**config.mk**
```make
export PLATFORM = sky130hd
export DESIGN_NAME = mult_share_ctrl
export DESIGN_NICKNAME = d
export VERILOG_FILES = /design/src/rtl/mult_share_ctrl_pkg.sv /design/src/rtl/shift_add_mult_seq.sv /design/src/rtl/mult_share_ctrl.sv
export SDC_FILE = /design/constraint.sdc
export NUM_CORES = 1
export LEC_CHECK = 0
export BUFFER_PORTS_ARGS = -buffer_cell sky130_fd_sc_hd__buf_2
export CAP_MARGIN = 25
export CORE_ASPECT_RATIO = 0.9
export CORE_MARGIN = 4
export CORE_UTILIZATION = 59
export DETAILED_ROUTE_END_ITERATION = 8
export GPL_ROUTABILITY_DRIVEN = 0
export HOLD_SLACK_MARGIN = 0.08
export PLACE_DENSITY = 0.93
export SLEW_MARGIN = 20
export SYNTH_ARGS = -nofsm -noshare
export SYNTH_HDL_FRONTEND = slang
export SYNTH_HIERARCHICAL = 1
export SYNTH_SLANG_ARGS = --single-unit
```
**constraint.sdc**
```tcl
create_clock -name clk -period 9.26 [get_ports clk]
set_clock_uncertainty 0.15 [all_clocks]
set_input_delay 1.389 -clock clk [delete_from_list [all_inputs] [get_ports clk]]
set_output_delay 1.389 -clock clk [all_outputs]
set_load 0.01 [all_outputs]
```
**src/rtl/mult_share_ctrl_pkg.sv**
```systemverilog
// Shared definitions for the two-client multiplier sharing controller:
// FSM state encoding, default operand width and the counter width helper.
package mult_share_ctrl_pkg;

  // Operand width used when the instantiating block does not override it.
  localparam int DEF_WIDTH = 8;

  // Controller states. The fourth encoding is unused and recovers to IDLE.
  typedef enum logic [1:0] {
    IDLE = 2'd0,
    RUN  = 2'd1,
    DONE = 2'd2
  } state_e;

  // Width of the partial-product counter, clog2(width). A 1-bit operand
  // still needs a 1-bit counter so the vector is never zero-width.
  function automatic int cnt_width(input int width);
    return (width > 1) ? $clog2(width) : 1;
  endfunction

endpackage

```
**src/rtl/shift_add_mult_seq.sv**
```systemverilog
// Sequential shift-add multiplier datapath: holds the latched operands,
// the accumulator and the bit counter. One partial product per step.
// The controlling FSM decides when to load (start) and when to advance
// (step); this block only reports the post-step sum and the last bit.
module shift_add_mult_seq
  import mult_share_ctrl_pkg::*;
#(
  parameter int WIDTH = DEF_WIDTH
) (
  input  logic                 clk,
  input  logic                 reset,
  input  logic                 start,
  input  logic                 step,
  input  logic [WIDTH-1:0]     a_in,
  input  logic [WIDTH-1:0]     b_in,
  output logic [2*WIDTH-1:0]   prod_next,
  output logic                 last
);

  localparam int CW = cnt_width(WIDTH);

  logic [WIDTH-1:0]   a_q, a_d;
  logic [WIDTH-1:0]   b_q, b_d;
  logic [2*WIDTH-1:0] acc_q, acc_d;
  logic [CW-1:0]      cnt_q, cnt_d;
  logic [2*WIDTH-1:0] partial;

  // Partial product for the current bit and the accumulator value after it.
  // NOTE: every combinational output gets a default first so no path leaves
  // it unassigned; a missing default would infer a latch.
  always_comb begin
    partial = '0;
    if (b_q[cnt_q]) begin
      partial = {{WIDTH{1'b0}}, a_q} << cnt_q;
    end
    prod_next = acc_q + partial;
    last      = (cnt_q == CW'(WIDTH - 1));
  end

  // Load operands on start, otherwise accumulate one bit per step.
  always_comb begin
    a_d   = a_q;
    b_d   = b_q;
    acc_d = acc_q;
    cnt_d = cnt_q;
    if (start) begin
      a_d   = a_in;
      b_d   = b_in;
      acc_d = '0;
      cnt_d = '0;
    end else if (step) begin
      acc_d = prod_next;
      cnt_d = cnt_q + CW'(1);
    end
  end

  // Datapath registers with synchronous clear.
  // NOTE: reset is sampled only on the clock edge (synchronous), so it is
  // tested inside the edge-triggered block rather than in its sensitivity list.
  always_ff @(posedge clk) begin
    if (reset) begin
      a_q   <= '0;
      b_q   <= '0;
      acc_q <= '0;
      cnt_q <= '0;
    end else begin
      // NOTE: state is updated with non-blocking assignments so every flop
      // samples the pre-edge values regardless of statement order.
      a_q   <= a_d;
      b_q   <= b_d;
      acc_q <= acc_d;
      cnt_q <= cnt_d;
    end
  end

endmodule

```
**src/rtl/mult_share_ctrl.sv**
```systemverilog
// Two-client front end for one sequential shift-add multiplier.
// Round-robin arbiter picks a requester in IDLE, the operand pair is latched
// into the datapath, WIDTH RUN cycles produce the product, and a one-cycle
// done pulse tagged with the owner's id returns the result.
module mult_share_ctrl
  import mult_share_ctrl_pkg::*;
#(
  parameter int WIDTH = DEF_WIDTH
) (
  input  logic                 clk,
  input  logic                 reset,
  input  logic                 req0,
  input  logic [WIDTH-1:0]     a0,
  input  logic [WIDTH-1:0]     b0,
  input  logic                 req1,
  input  logic [WIDTH-1:0]     a1,
  input  logic [WIDTH-1:0]     b1,
  output logic                 ack0,
  output logic                 ack1,
  output logic                 busy,
  output logic                 done,
  output logic                 done_id,
  output logic [2*WIDTH-1:0]   out
);

  state_e             state_q, state_d;
  logic               last_winner_q, last_winner_d;
  logic               ack0_q, ack0_d;
  logic               ack1_q, ack1_d;
  logic               done_q, done_d;
  logic               done_id_q, done_id_d;
  logic [2*WIDTH-1:0] out_q, out_d;

  logic               any_req;
  logic               winner;
  logic [WIDTH-1:0]   a_sel;
  logic [WIDTH-1:0]   b_sel;
  logic               start;
  logic               step;
  logic [2*WIDTH-1:0] prod_next;
  logic               last;

  // Round-robin arbitration: a lone requester wins, a tie goes to the
  // requester that did not win last time.
  always_comb begin
    any_req = req0 | req1;
    winner  = (req0 && req1) ? ~last_winner_q : req1;
    a_sel   = winner ? a1 : a0;
    b_sel   = winner ? b1 : b0;
  end

  // Next-state and registered-output logic of the controller.
  always_comb begin
    state_d       = state_q;
    last_winner_d = last_winner_q;
    ack0_d        = 1'b0;
    ack1_d        = 1'b0;
    done_d        = 1'b0;
    done_id_d     = done_id_q;
    out_d         = out_q;
    start         = 1'b0;
    step          = 1'b0;
    case (state_q)
      IDLE: begin
        if (any_req) begin
          start         = 1'b1;
          ack0_d        = ~winner;
          ack1_d        = winner;
          last_winner_d = winner;
          state_d       = RUN;
        end
      end
      RUN: begin
        step = 1'b1;
        if (last) begin
          out_d     = prod_next;
          done_d    = 1'b1;
          done_id_d = last_winner_q;
          state_d   = DONE;
        end
      end
      DONE: begin
        state_d = IDLE;
      end
      default: begin
        state_d = IDLE;
      end
    endcase
  end

  // Controller state and registered outputs; reset aborts any multiply.
  always_ff @(posedge clk) begin
    if (reset) begin
      state_q       <= IDLE;
      last_winner_q <= 1'b1;
      ack0_q        <= 1'b0;
      ack1_q        <= 1'b0;
      done_q        <= 1'b0;
      done_id_q     <= 1'b0;
      out_q         <= '0;
    end else begin
      state_q       <= state_d;
      last_winner_q <= last_winner_d;
      ack0_q        <= ack0_d;
      ack1_q        <= ack1_d;
      done_q        <= done_d;
      done_id_q     <= done_id_d;
      out_q         <= out_d;
    end
  end

  shift_add_mult_seq #(
    .WIDTH (WIDTH)
  ) u_mult (
    .clk       (clk),
    .reset     (reset),
    .start     (start),
    .step      (step),
    .a_in      (a_sel),
    .b_in      (b_sel),
    .prod_next (prod_next),
    .last      (last)
  );

  assign ack0    = ack0_q;
  assign ack1    = ack1_q;
  assign busy    = (state_q != IDLE);
  assign done    = done_q;
  assign done_id = done_id_q;
  assign out     = out_q;

  // Protocol invariants of the registered handshake outputs.
  a_ack_exclusive: assert property (@(posedge clk) disable iff (reset)
    !(ack0 && ack1));
  a_ack_busy: assert property (@(posedge clk) disable iff (reset)
    (ack0 || ack1) |-> busy);
  a_done_pulse: assert property (@(posedge clk) disable iff (reset)
    done |=> !done);

endmodule

```
==> out/qor.yml <==
htree_num_levels: 3
cp.required_ns: 9.32
wl_per_cell_um: 15.66
hold_path.startpoint: "out[0]$_SDFFE_PP0P_"
final_hold_viol_count: 0
cts_tree: "built"
drive_above_1_share: 0.2196
synth_ff_type: "dfxtp_1"
setup_tns_ns: 0
worstPathArrival_ns: 4.10
min_path_cells: 2
clockPowerShare: 0.395
cts_made_buffers: 9
worst_pin_slew_ns: 0.7938
seq_power_share: 0.476
ys_ff_latch: 58
rows: 27
hpwlAfterDp_um: 6337
port_buffers: 56
rsz0062_at_grt: "false"
powerDensity_nw_per_um2: 133.3
synth-edff-count: 0
syn_area_per_cell_um2: 8.803
period_share: 0.4363
die_w_um: 91.45
dieArea_um2: 7599
final-max-slew-violation-count: 0
start_util: 0.6047
setup_ws_ns: 5.220
grt_pass1_wl_um: 14460
critPathKind: "reg2reg"
grt_util_met1: 0.2879
slew_headroom: 0.4708
clock_sinks: 58
endpoint_kind: "register"
path_cells: "mux4_2 -> nand2_1 -> nor2_1 -> ha_1 -> fa_1 -> a211oi_1 -> o21ai_1 -> and4_1 -> or3_1 -> and2_1 -> nand2b_1 -> mux2i_1"
fin_area_um2: 4169
slowest_stage: "dfxtp_1"
postPlaceCellArea_um2: 3975
startpoint_type: "register"
pre_cts_slack_ns: 5.366
ys_types: 52
drc: 0
antenna_found_initial: 0
leakage_nw: 1.793
synthesis.nets: 474
mappedNetlistArea_um2: 3697
ios: 57
clockBufferDepth: 2
p_sw_mw: 0.1399
rr_worst_depth: 12
core_um2: 6115
yosysSeqAreaShare: 0.3140
worstReg2RegEnd: "out[14]$_SDFFE_PP0P_"
crit_path_max_fanout: 18
p_comb_frac: 0.129
fmax_mhz: 247.5
ctsResizeCount: 0
drt_iter0_markers: 414
fin_nets: 518
intPower_mw: 0.4159
grt_overflow: 0
slowest_delay_ns: 0.75
wl_um: 8707
first_pass_iters: 5
die_y_um: 83.10
cp_num_buf_inv: 0
r2r-start: "u_mult/cnt_q[0]$_SDFFE_PP0P_"
grt_pass1_vias: 3128
status: "complete, no violations"
cp-startpoint: "u_mult/cnt_q[0]$_SDFFE_PP0P_"
hold_end: "out[0]$_SDFFE_PP0P_"
clkTransAtPathRegs_ns: 0.06
worst-r2r-setup-slack_ns: 5.22
diodes: 0
grtUsageMet2: 0.3935
ir_drop_mv: 0.07294
ys_async_sr_fraction: 0
syn2layout_area_growth_pct: 12.76
grt_max_degree: 59
swShare: 0.2517
post-cts-setup-buffers: 0
grt_usage: 0.2340
cp_top_family: "simple AND/OR/NAND/NOR gates"
synth_cells: 420
min_period_ns: 4.040
ant_nets: 0
grt-busiest-layer: "met2"
hold_slack_ns: 0.3207
grtUsageMet3: 0.05435
clk_latency_ns: 0.34
setup-violations-final: 0
yosysWarnings: 6
root_buffer: "clkbuf_8"
vias_per_cell: 5.799
hp-class: "reg2reg"
post-place-cells: 539
fin_cells: 556
postCtsHoldBufs: 0
drv.max_cap_violation_count: 0
via_count: 3224
## logic make-up after synthesis
kind of cell / count (synthesis) / synth area share
and+or+nand+nor: 168 / 0.2342
muxes: 71 / 0.2054
AOI/OAI and AO/OA: 61 / 0.1120
DFF: 58 / 0.3140
buffers and inverters: 31 / 0.04061
adders and majority gates: 18 / 0.06294
xor gates and xnor gates: 13 / 0.03080
## metal layers
layer,up-vias,share of wire
met3,25,0.065
li1,1555,-
met1,1508,0.42
met2,136,0.49
met4,0,0.026
met5,-,0
## sequential cells by signal, indices dropped and copies added (netlist names)
register / flops
u_mult/acc_q: 16
done: 1
u_mult/cnt_q: 3
ack0: 1
ack1: 1
state_q: 2
out: 16
u_mult/a_q: 8
u_mult/b_q: 8
done_id: 1
last_winner_q: 1
## layout make-up
type,instances,area (um^2)
clock buffers,13,138.9
inverters,5,18.77
clock inverters,3,40.04
multi-input cells,331,2391
fillers,453,1946
repair buffers,59,310.3
well taps,87,108.9
flip-flops and latches,58,1161
## cells in the mapped netlist, drive strengths merged (4+ instances only)
| master | count | area share |
|---|---|---|
| nand2b | 36 | 0.061 |
| and3 | 5 | 0.0091 |
| mux2 | 19 | 0.058 |
| inv | 5 | 0.0051 |
| buf | 13 | 0.022 |
| nand2 | 21 | 0.021 |
| nor2 | 60 | 0.061 |
| nor2b | 5 | 0.0085 |
| nand3 | 6 | 0.0081 |
| dfxtp | 58 | 0.31 |
| nor3 | 8 | 0.011 |
| and2 | 4 | 0.0068 |
| a21oi | 24 | 0.034 |
| a211oi | 5 | 0.012 |
| mux2i | 50 | 0.14 |
| clkbuf | 13 | 0.013 |
| xnor2 | 10 | 0.024 |
| ha | 17 | 0.058 |
| nor3b | 7 | 0.014 |
| o21ai | 12 | 0.016 |
## worst register-to-register path: stages (launching register included)
cell and delay, ns:
dfxtp_1 0.75, mux4_2 0.58, nand2_1 0.16, nor2_1 0.07, ha_1 0.21, fa_1 0.43
a211oi_1 0.44, o21ai_1 0.27, and4_1 0.25, or3_1 0.32, and2_1 0.16, nand2b_1 0.06
mux2i_1 0.07
## cell usage in the layout (no fill, tap or decap), types with 5 or more instances in the layout
master    Yosys  layout
xnor2_1      10      10
mux2_2       19      19
nor3_1        8       8
a21oi_1      23      23
buf_2         6      56
inv_1         5       5
nor2_1       60      59
clkbuf_8      0       9
nand2_1      21      21
nand3_1       6       6
ha_1         17      17
nand2b_1     36      36
mux2i_1      50      50
o21ai_0      11      11
dfxtp_1      58      58
nor3b_1       7       7
## worst max path at each step
stage,end,slack [ns],cells past startpoint
after global placement,out[14]$_SDFFE_PP0P_,5.51,12
final,out[14]$_SDFFE_PP0P_,5.22,12
after CTS,out[14]$_SDFFE_PP0P_,5.26,12
after global routing,out[13]$_SDFFE_PP0P_,4.98,13
after detailed placement,out[14]$_SDFFE_PP0P_,5.37,12
after floorplan,out[14]$_SDFFE_PP0P_,5.86,15
## stage by stage
stage	power, mW	util
detailed placement	0.3403	0.6501
finish	0.5558	0.6818
global placement	0.3369	0.6501
global route	0.5768	0.6818
CTS	0.5571	0.6794
floorplan	0.3220	-
## power groups by stage
| stage | clock network (mW) | logic (mW) | registers (mW) |
|---|---|---|---|
| 2_1_floorplan | 0 | 0.0557 | 0.266 |
| 3_3_place_gp | 0 | 0.0674 | 0.269 |
| 3_5_place_dp | 0 | 0.0703 | 0.270 |
| 4_1_cts | 0.222 | 0.0709 | 0.265 |
| 5_1_grt | 0.232 | 0.0788 | 0.266 |
| 6_report | 0.220 | 0.0715 | 0.265 |
Note: power is estimated with default switching activity, not from simulation.
